### config.mk
export PLATFORM = sky130hd
export DESIGN_NAME = systolic_feeder
export DESIGN_NICKNAME = d
export VERILOG_FILES = /design/src/rtl/systolic_feeder.sv
export SDC_FILE = /design/constraint.sdc
export NUM_CORES = 1
export LEC_CHECK = 0
export CELL_PAD_IN_SITES_DETAIL_PLACEMENT = 0
export CELL_PAD_IN_SITES_GLOBAL_PLACEMENT = 1
export CORE_MARGIN = 3
export CORE_UTILIZATION = 37
export CTS_CLUSTER_DIAMETER = 30
export CTS_CLUSTER_SIZE = 8
export DETAILED_ROUTE_END_ITERATION = 12
export GPL_TIMING_DRIVEN = 1
export PLACE_DENSITY = 0.74
export SKIP_LAST_GASP = 1
export SYNTH_ARGS = -nofsm -noshare
export SYNTH_HDL_FRONTEND = slang
export SYNTH_SLANG_ARGS = --single-unit
export TNS_END_PERCENT = 10
### constraint.sdc
create_clock -name clk -period 2.2 [get_ports clk]
set_input_delay 0.44 -clock clk [delete_from_list [all_inputs] [get_ports clk]]
set_output_delay 0.44 -clock clk [all_outputs]
set_load 0.01 [all_outputs]
### src/rtl/systolic_feeder.sv
// systolic_feeder: loads a weight tile and an activation tile from a host, then drives the
// west/north edge of an N x N systolic array: weight-load phase, skewed activation stream, drain, done.
// Ports: clk/reset (sync, active-high); wr_en/wr_sel/wr_addr/wr_data host buffer writes (IDLE only);
// start begins a sequence; busy/done status; load_weight/weight_out per-column weights;
// valid_out/a_out per-row activations; acc_in_out north accumulators (always zero).
module systolic_feeder #(
    parameter int N      = 2,
    parameter int M      = 4,
    parameter int DW     = 16,
    parameter int ACCW   = 32,
    parameter int ADDR_W = 3
) (
    input  logic                clk,
    input  logic                reset,
    input  logic                wr_en,
    input  logic                wr_sel,
    input  logic [ADDR_W-1:0]   wr_addr,
    input  logic [DW-1:0]       wr_data,
    input  logic                start,
    output logic                busy,
    output logic                done,
    output logic                load_weight,
    output logic [N*DW-1:0]     weight_out,
    output logic [N-1:0]        valid_out,
    output logic [N*DW-1:0]     a_out,
    output logic [N*ACCW-1:0]   acc_in_out
);
    localparam int MAXC = (M + N - 1 > 2 * N - 1) ? M + N - 1 : 2 * N - 1;
    localparam int CW   = MAXC > 1 ? $clog2(MAXC) : 1;
    typedef enum logic [2:0] {IDLE, LOAD_W, STREAM, DRAIN, DONE} state_t;
    state_t          state, state_n;
    logic [CW-1:0]   cnt, cnt_n;
    logic [DW-1:0]   wbuf [N*N];
    logic [DW-1:0]   w_nx [N*N];
    logic [DW-1:0]   abuf [M*N];
    logic [DW-1:0]   a_nx [M*N];
    logic [N*DW-1:0] weight_n, a_n;
    logic [N-1:0]    valid_n;
    assign acc_in_out = '0;
    // Next buffer contents; out-of-range addresses match no entry and are dropped.
    // Weight reads use w_nx so a write coinciding with start is seen by the first LOAD_W cycle.
    always_comb begin
        w_nx = wbuf;
        a_nx = abuf;
        for (int j = 0; j < N * N; j++)
            if (wr_en && state == IDLE && !wr_sel && wr_addr == ADDR_W'(j)) w_nx[j] = wr_data;
        for (int j = 0; j < M * N; j++)
            if (wr_en && state == IDLE && wr_sel && wr_addr == ADDR_W'(j)) a_nx[j] = wr_data;
    end
    always_comb begin
        state_n = state;
        cnt_n   = cnt + 1'b1;
        case (state)
            IDLE: begin
                cnt_n = '0;
                if (start) state_n = LOAD_W;
            end
            LOAD_W: if (cnt == CW'(N - 1)) begin
                state_n = STREAM;
                cnt_n   = '0;
            end
            STREAM: if (cnt == CW'(M + N - 2)) begin
                state_n = DRAIN;
                cnt_n   = '0;
            end
            DRAIN: if (cnt == CW'(2 * N - 2)) begin
                state_n = DONE;
                cnt_n   = '0;
            end
            default: begin
                state_n = IDLE;
                cnt_n   = '0;
            end
        endcase
    end
    // Outputs are precomputed from the next state/count so they are registered yet phase-aligned.
    // LOAD_W step k presents row N-1-k; STREAM step t presents A[t-i][i] on lane i.
    always_comb begin
        weight_n = '0;
        a_n      = '0;
        valid_n  = '0;
        for (int c = 0; c < N; c++)
            for (int r = 0; r < N; r++)
                if (state_n == LOAD_W && cnt_n == CW'(N - 1 - r)) weight_n[c*DW +: DW] = w_nx[r*N + c];
        for (int i = 0; i < N; i++)
            for (int m = 0; m < M; m++)
                if (state_n == STREAM && cnt_n == CW'(m + i)) begin
                    valid_n[i]        = 1'b1;
                    a_n[i*DW +: DW]   = abuf[m*N + i];
                end
    end
    always_ff @(posedge clk) begin
        if (reset) begin
            state       <= IDLE;
            cnt         <= '0;
            busy        <= 1'b0;
            done        <= 1'b0;
            load_weight <= 1'b0;
            weight_out  <= '0;
            valid_out   <= '0;
            a_out       <= '0;
            for (int j = 0; j < N * N; j++) wbuf[j] <= '0;
            for (int j = 0; j < M * N; j++) abuf[j] <= '0;
        end else begin
            state       <= state_n;
            cnt         <= cnt_n;
            busy        <= state_n == LOAD_W || state_n == STREAM || state_n == DRAIN;
            done        <= state_n == DONE;
            load_weight <= state_n == LOAD_W;
            weight_out  <= weight_n;
            valid_out   <= valid_n;
            a_out       <= a_n;
            wbuf        <= w_nx;
            abuf        <= a_nx;
        end
    end
endmodule

Yosys cells after proc, flatten, opt, wreduce, memory -nomap -nowiden

Index checks and enable logic that the tools add are counted.

Bits in registers: 267
Input bits: 24
Output and inout bits: 133

$add $sub $neg: 1
Equality and inequality tests: 21
Multiplexer cells: 33
Reduce and logical (&&, ||, !) cells: 28

Operators with widths:

| kind                                                                   | count |
|---|---|
| 16-bit two-way mux                                                     | 16 |
| 3-bit by 2-bit equality test with 1-bit output (second input constant) | 9 |
| 1-bit logical AND                                                      | 22 |
| 3-bit equality test (second input constant)                            | 7 |
| 3-bit two-way mux                                                      | 7 |
| 3-bit by 1-bit equality test with 1-bit output (second input constant) | 5 |
| 3-bit one-hot mux with 4 select lines                                  | 1 |
| 3-bit logical NOT                                                      | 3 |
| 3-bit one-hot mux with 3 select lines                                  | 1 |
| 1-bit two-way mux                                                      | 8 |
| 3-bit by 1-bit adder with 3-bit output (second input constant)         | 1 |
| 1-bit logical OR                                                       | 2 |
| 1-bit logical NOT                                                      | 1 |

Depth between registers and ports, before layout

Gate-level depths: netlist (run 1).

Depth in word-level cells: 9
Gate-level depth with buffers: 9
Gate-level depth less buffers: 7

Worst setup path after synthesis (run 1)

Ideal clock, no wire load.

Path type: register -> register
From: register cnt[0]
To: register a_out[10]
Setup time: 0.073 ns
Arrival: 2.131 ns
Slack: -0.004 ns
Cell stages (with the launch flop): 10
Period minus slack after synthesis: 2.204 ns
Path through: dfxtp_1 inv_1 ha_1 and3_4 o32ai_4 or4b_1 nand2b_1 buf_6 buf_8 nor3_2

Longest elaborated chain between the ends: 9
Elaborated cells on any way between the ends: 25
Those cells by class: add/sub: 1; eq/ne: 7; mux: 12; reduce/logical: 5

Ends and longest elaborated chain:

| what                                                                                                  | RTL line   | RTL |
|---|---|---|
| start: declaration                                                                                    | 32         | `logic [CW-1:0] cnt, cnt_n;` |
| start signal: assignment                                                                              | 106        | `cnt <= cnt_n;` |
| 3-bit by 1-bit adder with 3-bit output, or another cell as far along                                  | 52         | `cnt_n = cnt + 1'b1;` |
| 3-bit two-way mux, on equally long branches                                                           | 66, 58, 62 |  |
| 3-bit one-hot mux with 3 select lines / 3-bit one-hot mux with 4 select lines (equally long branches) | 53         | `case (state)` |
| 3-bit logical NOT / 3-bit by 2-bit equality test with 1-bit output (equally long branches)            | 87         | `if (state_n == STREAM && cnt_n == CW'(m + i)) begin` |
| 1-bit logical AND                                                                                     | 87         |  |
| 16-bit two-way mux (3 in series)                                                                      | 87         |  |
| 16-bit two-way mux (*)                                                                                | 87         |  |
| end signal: assignment                                                                                | 112        | `a_out <= a_n;` |
| end: declaration                                                                                      | 25         | `output logic [N*DW-1:0] a_out,` |

Mark *: on every way between the ends. The rest lies on a longest branch, timed or not.
A chain may end at the register's enable or synchronous reset.

Final worst setup path (run 1)

From: register cnt[0]
To: register a_out[0]

Same word-level chain as after synthesis.

==> results, run 1 <==
- The maximum clock skew at final layout is 52.0 ps.
- The total negative setup slack is 0 ps.
- Counting flops with an async set or reset pin after synthesis yields a share of 0%.
- The congestion estimate from routability-driven global placement came to 0.801.
- The analysis attributes to cell leakage a power of 0.00579 uW.
- Of the total power, the clock network draws 61.6%.
- Dividing the final minimum period by the clock period gives 97.7%.
- For this design the top-level I/O count stands at 157.
- The worst slew margin relative to its limit is 24.1%.
- The worst setup path is captured at a flop.
- The reg-to-reg critical path startpoint is cnt[0].
- The critical hold path startpoint is reset.
- The count of unique library cells instantiated by Yosys is 55.
- The clock net in this run drives a total of 267 sinks.
- The overall routing resource usage is 18.8%.
- No sink is reached through more buffers than the 3 on the longest clock path.
- Counting flops with a built-in enable in the synthesized netlist gives 0.
- At the worst endpoint, the required time is 2700 ps.
- Final hold analysis gives a worst-case slack of 256 ps.
- The critical path goes through inv_1, ha_1, and3_4, o32ai_4, or4b_4, nand2b_4, buf_12, nor3_1.
- The floorplan row count is 62.
- The floorplan die width is 178 um.
- Ranked by total cell area, the synthesized netlist is headed by sky130_fd_sc_hd__dfxtp_1 49%, sky130_fd_sc_hd__mux2i_1 7.4%, sky130_fd_sc_hd__nand2_1 6.9%.
- For this configuration, the core starts out at a cell density of 37.8%.
- The flow ran to the end, and the final reports show no timing, DRC or antenna violations.
- The H-tree was split into 2 levels.
- The instance area at placement is 0.0127 mm2.
- The CTS tree is built.
- At the pin with the least slew margin, the transition time is 1140 ps.
- The core region is 0.0290 mm2.
- The largest total area in the synthesized netlist belongs to sky130_fd_sc_hd__dfxtp_1.
- The share of cells above drive strength 1 is 18.0%.
- A synthesized cell averages 8.69 um2.
- The most critical setup path has its startpoint at cnt[0].
- The worst setup path is of the flop to flop kind.
- The gate count of the mapped netlist is 1264.
- The number of antenna violations at the first check in global routing is 0.
- At the later pin of the worst-skew pair, clock insertion delay measures 590 ps.
- Setup repair after global routing could not meet its margin everywhere.
- The count of routing violations after the opening detailed-route iteration is 651.
- The total number of vias is 9145.
- The first global-routing pass estimated 47.6 mm of wire.
- The final count of negative-setup-slack endpoints is 0.
- The remaining design rule violation count is 0.
- The largest net degree at the start of global routing is 212.
- The number of flip-flops and latches in the synthesized netlist is 267.
- The remaining antenna violation count after routing is 0.
- In the routed layout, each cell is associated on average with a via count of 4.98.
- Counting the buffers created by CTS gives 61.
- The number of warning messages in the yosys log is 0.
- Max-cap violations in this run came to 0.
- After global routing the overflow that remains totals 0.
- After clock tree synthesis, the clock-pin slew on the worst setup and hold paths is 50 ps.
- The first-pass iteration count of the detailed router is 6.
- The final layout net count is 1427.
- The floorplan step set the die height to 178 um.
- The launching element type of the critical path is a flop.
- The highest-delay cell along the critical path is sky130_fd_sc_hd__or4b_4.
- The number of hold-repair buffers added at the cts stage is 0.
- By count the netlist is led by 267 x sky130_fd_sc_hd__dfxtp_1, 201 x sky130_fd_sc_hd__nand2_1, 124 x sky130_fd_sc_hd__nor2_1, 114 x sky130_fd_sc_hd__a21oi_1, 86 x sky130_fd_sc_hd__clkbuf_1.
- After layout, the minimum clock period comes to 2150 ps.
- In this run the cell area of the synthesized design comes to 0.0110 mm2.
- The share of total power dissipated in combinational logic is 5.3%.
- The most used flip-flop cell after synthesis is sky130_fd_sc_hd__dfxtp_1.
- The number of hold violations in the final report is 0.
- Summed over all layers, the routed wires come to 30.8 mm.
- The switching share of power is 22.9%.
- With fillers left out, the area of the finished cells amounts to 0.0151 mm2.
- The largest single stage delay on the critical path is 500 ps.
- IR analysis of the VDD net gives a maximum drop of 722 uV.
- Static timing analysis puts the maximum clock frequency at 0.465 GHz.
- The via count of the first global-routing pass is 8749.
- Data on the critical path arrives at its endpoint at 2650 ps.
- The sequential cell area fraction in the yosys report is 48.7%.
- The path class of the tightest hold or removal check is input port to flop.
- The most numerous cell in the Yosys netlist is sky130_fd_sc_hd__dfxtp_1.
- The HPWL reported at the end of detailed placement is 18.9 mm.
- The number of pins with negative max-slew slack in the final report is 0.
- The analysis attributes to net switching a power of 3430 uW.
- In this run the clock root is driven by a sky130_fd_sc_hd__clkbuf_16.
- The top cell type by area accounts for 48.7% of the synthesized area.
- The final routed wire length divided by cell count is 16.8 um.
- From synthesis to final layout, the design area changed by 37.2%.
- During placement, the flow inserted port buffers numbering 92.
- The internal portion of the total power is 11500 uW.
- Along the worst path, the maximum fanout reaches 17.
- The final antenna diode count is 0.
- Dividing total power by cell area gives a power density of 992 mW/mm2.
- The die outline area is 0.0318 mm2.
- Registers are responsible for 33.1% of the overall power.
-- worst max-delay path, delay by kind of cell, from the launching register on --
family | cells | cell delay [ps]
fa+ha+maj | 1 | 230
buf+inv | 2 | 220
simple gates | 4 | 1020
compound gates | 1 | 250
flops | 1 | 330
-- layout by cell type (no fill, tap or decap), types with 3 or more instances in the layout --
cell	count
sky130_fd_sc_hd__o22ai_1	5
sky130_fd_sc_hd__clkinv_2	12
sky130_fd_sc_hd__nor2_1	124
sky130_fd_sc_hd__mux2i_1	81
sky130_fd_sc_hd__nor3_1	21
sky130_fd_sc_hd__a21oi_1	114
sky130_fd_sc_hd__o21ai_0	12
sky130_fd_sc_hd__o22ai_2	9
sky130_fd_sc_hd__inv_1	5
sky130_fd_sc_hd__conb_1	64
sky130_fd_sc_hd__bufinv_16	9
sky130_fd_sc_hd__o21ai_1	6
sky130_fd_sc_hd__and3_1	33
sky130_fd_sc_hd__a211oi_2	4
sky130_fd_sc_hd__clkbuf_8	5
sky130_fd_sc_hd__a211oi_1	60
sky130_fd_sc_hd__dfxtp_1	264
sky130_fd_sc_hd__nor3_2	13
sky130_fd_sc_hd__clkdlybuf4s50_1	91
sky130_fd_sc_hd__nand3_1	49
sky130_fd_sc_hd__buf_6	4
sky130_fd_sc_hd__buf_12	25
sky130_fd_sc_hd__clkinv_4	6
sky130_fd_sc_hd__clkbuf_16	62
sky130_fd_sc_hd__clkinvlp_4	11
sky130_fd_sc_hd__dfxtp_2	3
sky130_fd_sc_hd__nand3b_1	3
sky130_fd_sc_hd__clkbuf_1	8
sky130_fd_sc_hd__a21boi_0	16
sky130_fd_sc_hd__nor2b_1	3
sky130_fd_sc_hd__nand2_1	200
sky130_fd_sc_hd__buf_4	64
sky130_fd_sc_hd__a21o_1	16
-- state kept, by name, summed over array words and instances, names as in the netlist --
signal and flops:
abuf 128, wbuf 64, a_out 32, weight_out 32, cnt 3, state 3, valid_out 2, busy 1
done 1, load_weight 1
-- cells by family (layout without fill, tap and decap cells) --
kind of cell / Yosys count / after routing / synth area share (%)
multiplexers: 81 / 81 / 7.38
XOR/XNOR: 1 / 1 / 0.0798
flip-flops: 267 / 267 / 48.7
adder cells (fa/ha/maj): 4 / 4 / 0.456
AO/OA/AOI/OAI: 252 / 252 / 14.4
other: 1 / 64 / 0.0342
AND/OR/NAND/NOR: 476 / 476 / 20.0
buffers and inverters: 182 / 306 / 8.99
-- per-layer routing --
layer | track usage [%] | share of wire, %
met5 | 0 | 0
met4 | 5.88 | 2.2
met3 | 3.17 | 5.2
met2 | 30.7 | 47
met1 | 25.4 | 46
-- power by group through the flow --
stage	Combinational (uW)	Clock [uW]	Sequential, uW
floorplan	492	0	5030
global placement	765	0	5030
detailed placement	768	0	5030
finish	791	9210	4940
global route	851	9640	4940
CTS	772	9360	4940
-- final timing paths --
| check | end | slack, ps | cells after the start |
|---|---|---|---|
| worst max register to register | a_out[0] | 50 | 8 |
| worst max-delay path | a_out[0] | 50 | 8 |
| worst min-delay path | valid_out[1] | 260 | 4 |
| worst min register to register | abuf[91] | 450 | 2 |
-- metrics by stage --
| step | setup WS (ps) | total power [uW] | utilization [%] | instances |
|---|---|---|---|---|
| floorplan | 56.5 | 5520 | - | 1327 |
| global placement | -214 | 5800 | 43.6 | 1716 |
| detailed placement | -244 | 5800 | 43.6 | 1716 |
| CTS | -7.71 | 15100 | 51.1 | 1831 |
| global route | -65.5 | 15400 | 51.9 | 1835 |
| finish | 49.8 | 15000 | 51.9 | 1835 |
-- cell type report --
cell class | count | area [um2]
Fill cell | 2710 | 13900
Sequential cell | 267 | 5350
Multi-Input combinational cell | 878 | 5090
Timing Repair Buffer | 186 | 1970
Clock buffer | 74 | 1630
Clock inverter | 41 | 536
Tap cell | 384 | 480
Inverter | 5 | 18.8
-- repair_timing --
item | CTS | global route
resized for setup | 1 | 44
cloned | 0 | 2
buffers inserted | 0 | 2
pin swaps | 0 | 5
endpoints found under the setup margin | 33 | 126
Note: power is estimated with default switching activity, not from simulation.
==> run 2: changes to the inputs <==
- CORE_ASPECT_RATIO: unset -> 1.25
==> results, run 2 (synthesis results as in run 1) <==
- The kind of cell with the highest combined delay along the critical path is simple AND/OR/NAND/NOR gates.
- The number of pins with negative max-slew slack in the final report is 0 (unchanged).
- The HPWL reported at the end of detailed placement is 18.9 mm (about the same).
- The upper clock frequency limit is 0.462 GHz (-0.64%).
- The remaining antenna violation count after routing was 0 (unchanged).
- The floorplan row count is 69 (+11%).
- The power per cell area was 901 mW/mm2 (-9.2%).
- The global-route wire length before repair was 48.5 mm (+2.0%).
- STA classifies the critical path startpoint as a flop.
- The biggest fanout along the worst timing path is 17 (unchanged).
- The class of the most critical setup path is flop to flop.
- The CTS sink count is 267 (unchanged).
- The required time of the critical path is 2650 ps (-50 ps).
- The maximum root-to-sink buffer count is 3 (unchanged).
- The largest net degree at the start of global routing is 212 (unchanged).
- The remaining design rule violation count is 0 (unchanged).
- The root buffer cell is sky130_fd_sc_hd__clkbuf_16.
- The share of cells above drive strength 1 is 14.3% (-3.7 points).
- The later-pin clock latency in the skew report is 540 ps (-50 ps).
- The flow ran to the end, and the final reports show no timing, DRC or antenna violations.
- Setup repair after global routing could not meet its margin everywhere.
- The transition time of the tightest slew-check pin came to 1030 ps (-104 ps).
- The library cell used most frequently in the layout, excluding fill and tap cells, is sky130_fd_sc_hd__dfxtp_1.
- The final layout net count is 1409 (-1.3%).
- The instance area at placement is 0.0126 mm2 (-0.75%).
- The residual overflow from global routing is 0 (unchanged).
- The total of buffers placed on input and output ports came to 92 (unchanged).
- The weighted congestion at the end of routability-driven global placement is 0.816 (+1.9%).
- The finished layout cell area was 0.0144 mm2 (-4.4%).
- The number of hold-repair buffers added at the cts stage is 0 (unchanged).
- The count of routing violations after the opening detailed-route iteration is 452 (-31%).
- The number of buffers and inverters on the critical path came to 3 (+1).
- The share of the cycle needed by the critical path after routing came to 98.4% (+0.63 points).
- Leaving out fill and tap cells, the most frequent cells in the layout are 266 x sky130_fd_sc_hd__dfxtp_1, 200 x sky130_fd_sc_hd__nand2_1, 124 x sky130_fd_sc_hd__nor2_1, 114 x sky130_fd_sc_hd__a21oi_1, 91 x sky130_fd_sc_hd__clkdlybuf4s50_1.
- The max-capacitance violation count is 0 (unchanged).
- The total negative setup slack came to 0 ps (unchanged).
- The routed via count divided by cell count is 5.06 (+1.5%).
- The largest registers in the layout are abuf x128, wbuf x64.
- The post-route non-filler standard cell count is 1805 (-1.6%).
- The via count of the first global-routing pass came to 8676 (-0.83%).
- The maximum cell stage delay along the critical path is 510 ps (about the same).
- abuf holds more flip-flops than any other register.
- The minimum clock period after layout came to 2160 ps (+14.0 ps).
- The highest-delay cell along the critical path is sky130_fd_sc_hd__or4b_4.
- The number of top-level pins is 157 (unchanged).
- The cell total after placement is 1710 (-0.35%).
- The clock-pin slew of the registers on the worst-case setup and hold paths is 50 ps (about the same).
- The die outline area is 0.0318 mm2 (about the same).
- The overall routing resource usage is 18.8% (+0.040 points).
- The filler cell count in the final layout is 2767 (+2.1%).
- The worst setup path is captured at a flop.
- The number of antenna violations at the first check in global routing was 0 (unchanged).
- The total wirelength of the detailed-routed design is 31.4 mm (+1.6%).
- The number of hold violations in the final report is 0 (unchanged).
- The clock buffer count from CTS came to 52 (-15%).
- The signal on the critical path passes through inv_1, ha_1, nand4b_1, buf_4, o21ai_1, or4b_4, nand2b_4, buf_12, nor3_1.
- The growth of design area from synthesis to finish is 31.2%.
- The CTS tree is built.
- The total number of vias is 9128 (-0.19%).
- The number of flip-flops in the largest register is 128 (unchanged).
- The floorplan die width is 160 um (-10%).
- The total leakage power was 0.00553 uW (-4.5%).
- The die height is 199 um (+11%).
- The final antenna diode count is 0 (unchanged).
- The utilization after layout is 50.0% (-2.0 points).
- The core footprint came to 0.0288 mm2 (-0.61%).
- The final routed wire length divided by cell count is 17.4 um (+3.3%).
- The initial standard-cell utilization of the core is 38.1% (+0.23 points).
- The final count of negative-setup-slack endpoints came to 0 (unchanged).
- The data arrival time of the critical path is 2620 ps (-30 ps).
- The worst slew margin relative to its limit came to 31.0% (+6.9 points).
- The maximum clock skew at final layout is 13.8 ps (-38.2 ps).
- The largest voltage drop on the vdd net came to 631 uV (-13%).
- The path type of the worst min-delay path is input port to flop.
- The number of levels the H-tree was split into is 2 (unchanged).
- The first-pass iteration count of the detailed router is 5 (-1).
[run 2: changes by cell type in the layout (fill, tap and decap cells not counted), sizes merged]
cell,previous run,this run
bufbuf,0,1
clkbuf,75,77
inv,7,5
bufinv,9,2
clkinv,19,11
clkinvlp,11,1
buf,94,82
[run 2: cell type report]
| cell class | count | area [um2] | area share (%) |
|---|---|---|---|
| Sequential cell | 267 | 5350 | 37.1 |
| Multi-Input combinational cell | 878 | 4980 | 34.6 |
| Timing Repair Buffer | 177 | 1960 | 13.6 |
| Clock buffer | 74 | 1490 | 10.3 |
| Tap cell | 390 | 488 | 3.39 |
| Clock inverter | 14 | 123 | 0.851 |
| Inverter | 5 | 18.8 | 0.130 |
[run 2: stage by stage]
stage	total power (uW)	hold slack (ps)	setup slack [ps]
2_1_floorplan	5520	432	56.5
3_3_place_gp	5790	438	-178
3_5_place_dp	5790	443	-231
4_1_cts	13100	305	-5.66
5_1_grt	13400	328	-71.5
6_report	13000	323	35.8
[run 2: layer usage]
metal  wire [um]  share of wire (%)  up-vias  global-route usage [%]
met3        2000                6.4       64                    4.42
met1       13000                 41     4365                    23.2
li1            -                  -     4420                       -
met2       15400                 49      279                    32.2
met5           0                  0        -                       0
met4         909                2.9        0                    6.95
[run 2: final timing paths]
| path | cells past startpoint | startpoint | to | slack, ps |
|---|---|---|---|---|
| setup reg to reg | 9 | cnt[0] | a_out[6] | 40 |
| setup / recovery | 9 | cnt[0] | a_out[6] | 40 |
| hold / removal | 4 | reset | valid_out[1] | 320 |
| hold reg to reg | 2 | abuf[75] | abuf[75] | 450 |
[run 2: what timing repair did]
action,CTS,global route
gates cloned,1,3
setup buffers,1,2
resized for setup,6,17
endpoints found under the setup margin,37,83
hold endpoints to repair,0,0
pin swaps,0,1
[run 2: worst reg2reg max path: stages, from the launching register on]
cell and delay, ps:
sky130_fd_sc_hd__dfxtp_2 330, sky130_fd_sc_hd__inv_1 60, sky130_fd_sc_hd__ha_1 240, sky130_fd_sc_hd__nand4b_1 170, sky130_fd_sc_hd__buf_4 150, sky130_fd_sc_hd__o21ai_1 100
sky130_fd_sc_hd__or4b_4 510, sky130_fd_sc_hd__nand2b_4 170, sky130_fd_sc_hd__buf_12 160, sky130_fd_sc_hd__nor3_1 210
[run 2: where the power goes]
part	switching (uW)	leakage [uW]	total [uW]	internal (uW)
sequential	30.1	0.00216	4940	4910
combinational	521	0.00258	823	302
clock	2380	0.000797	7210	4830
total	2930	0.00553	13000	10000
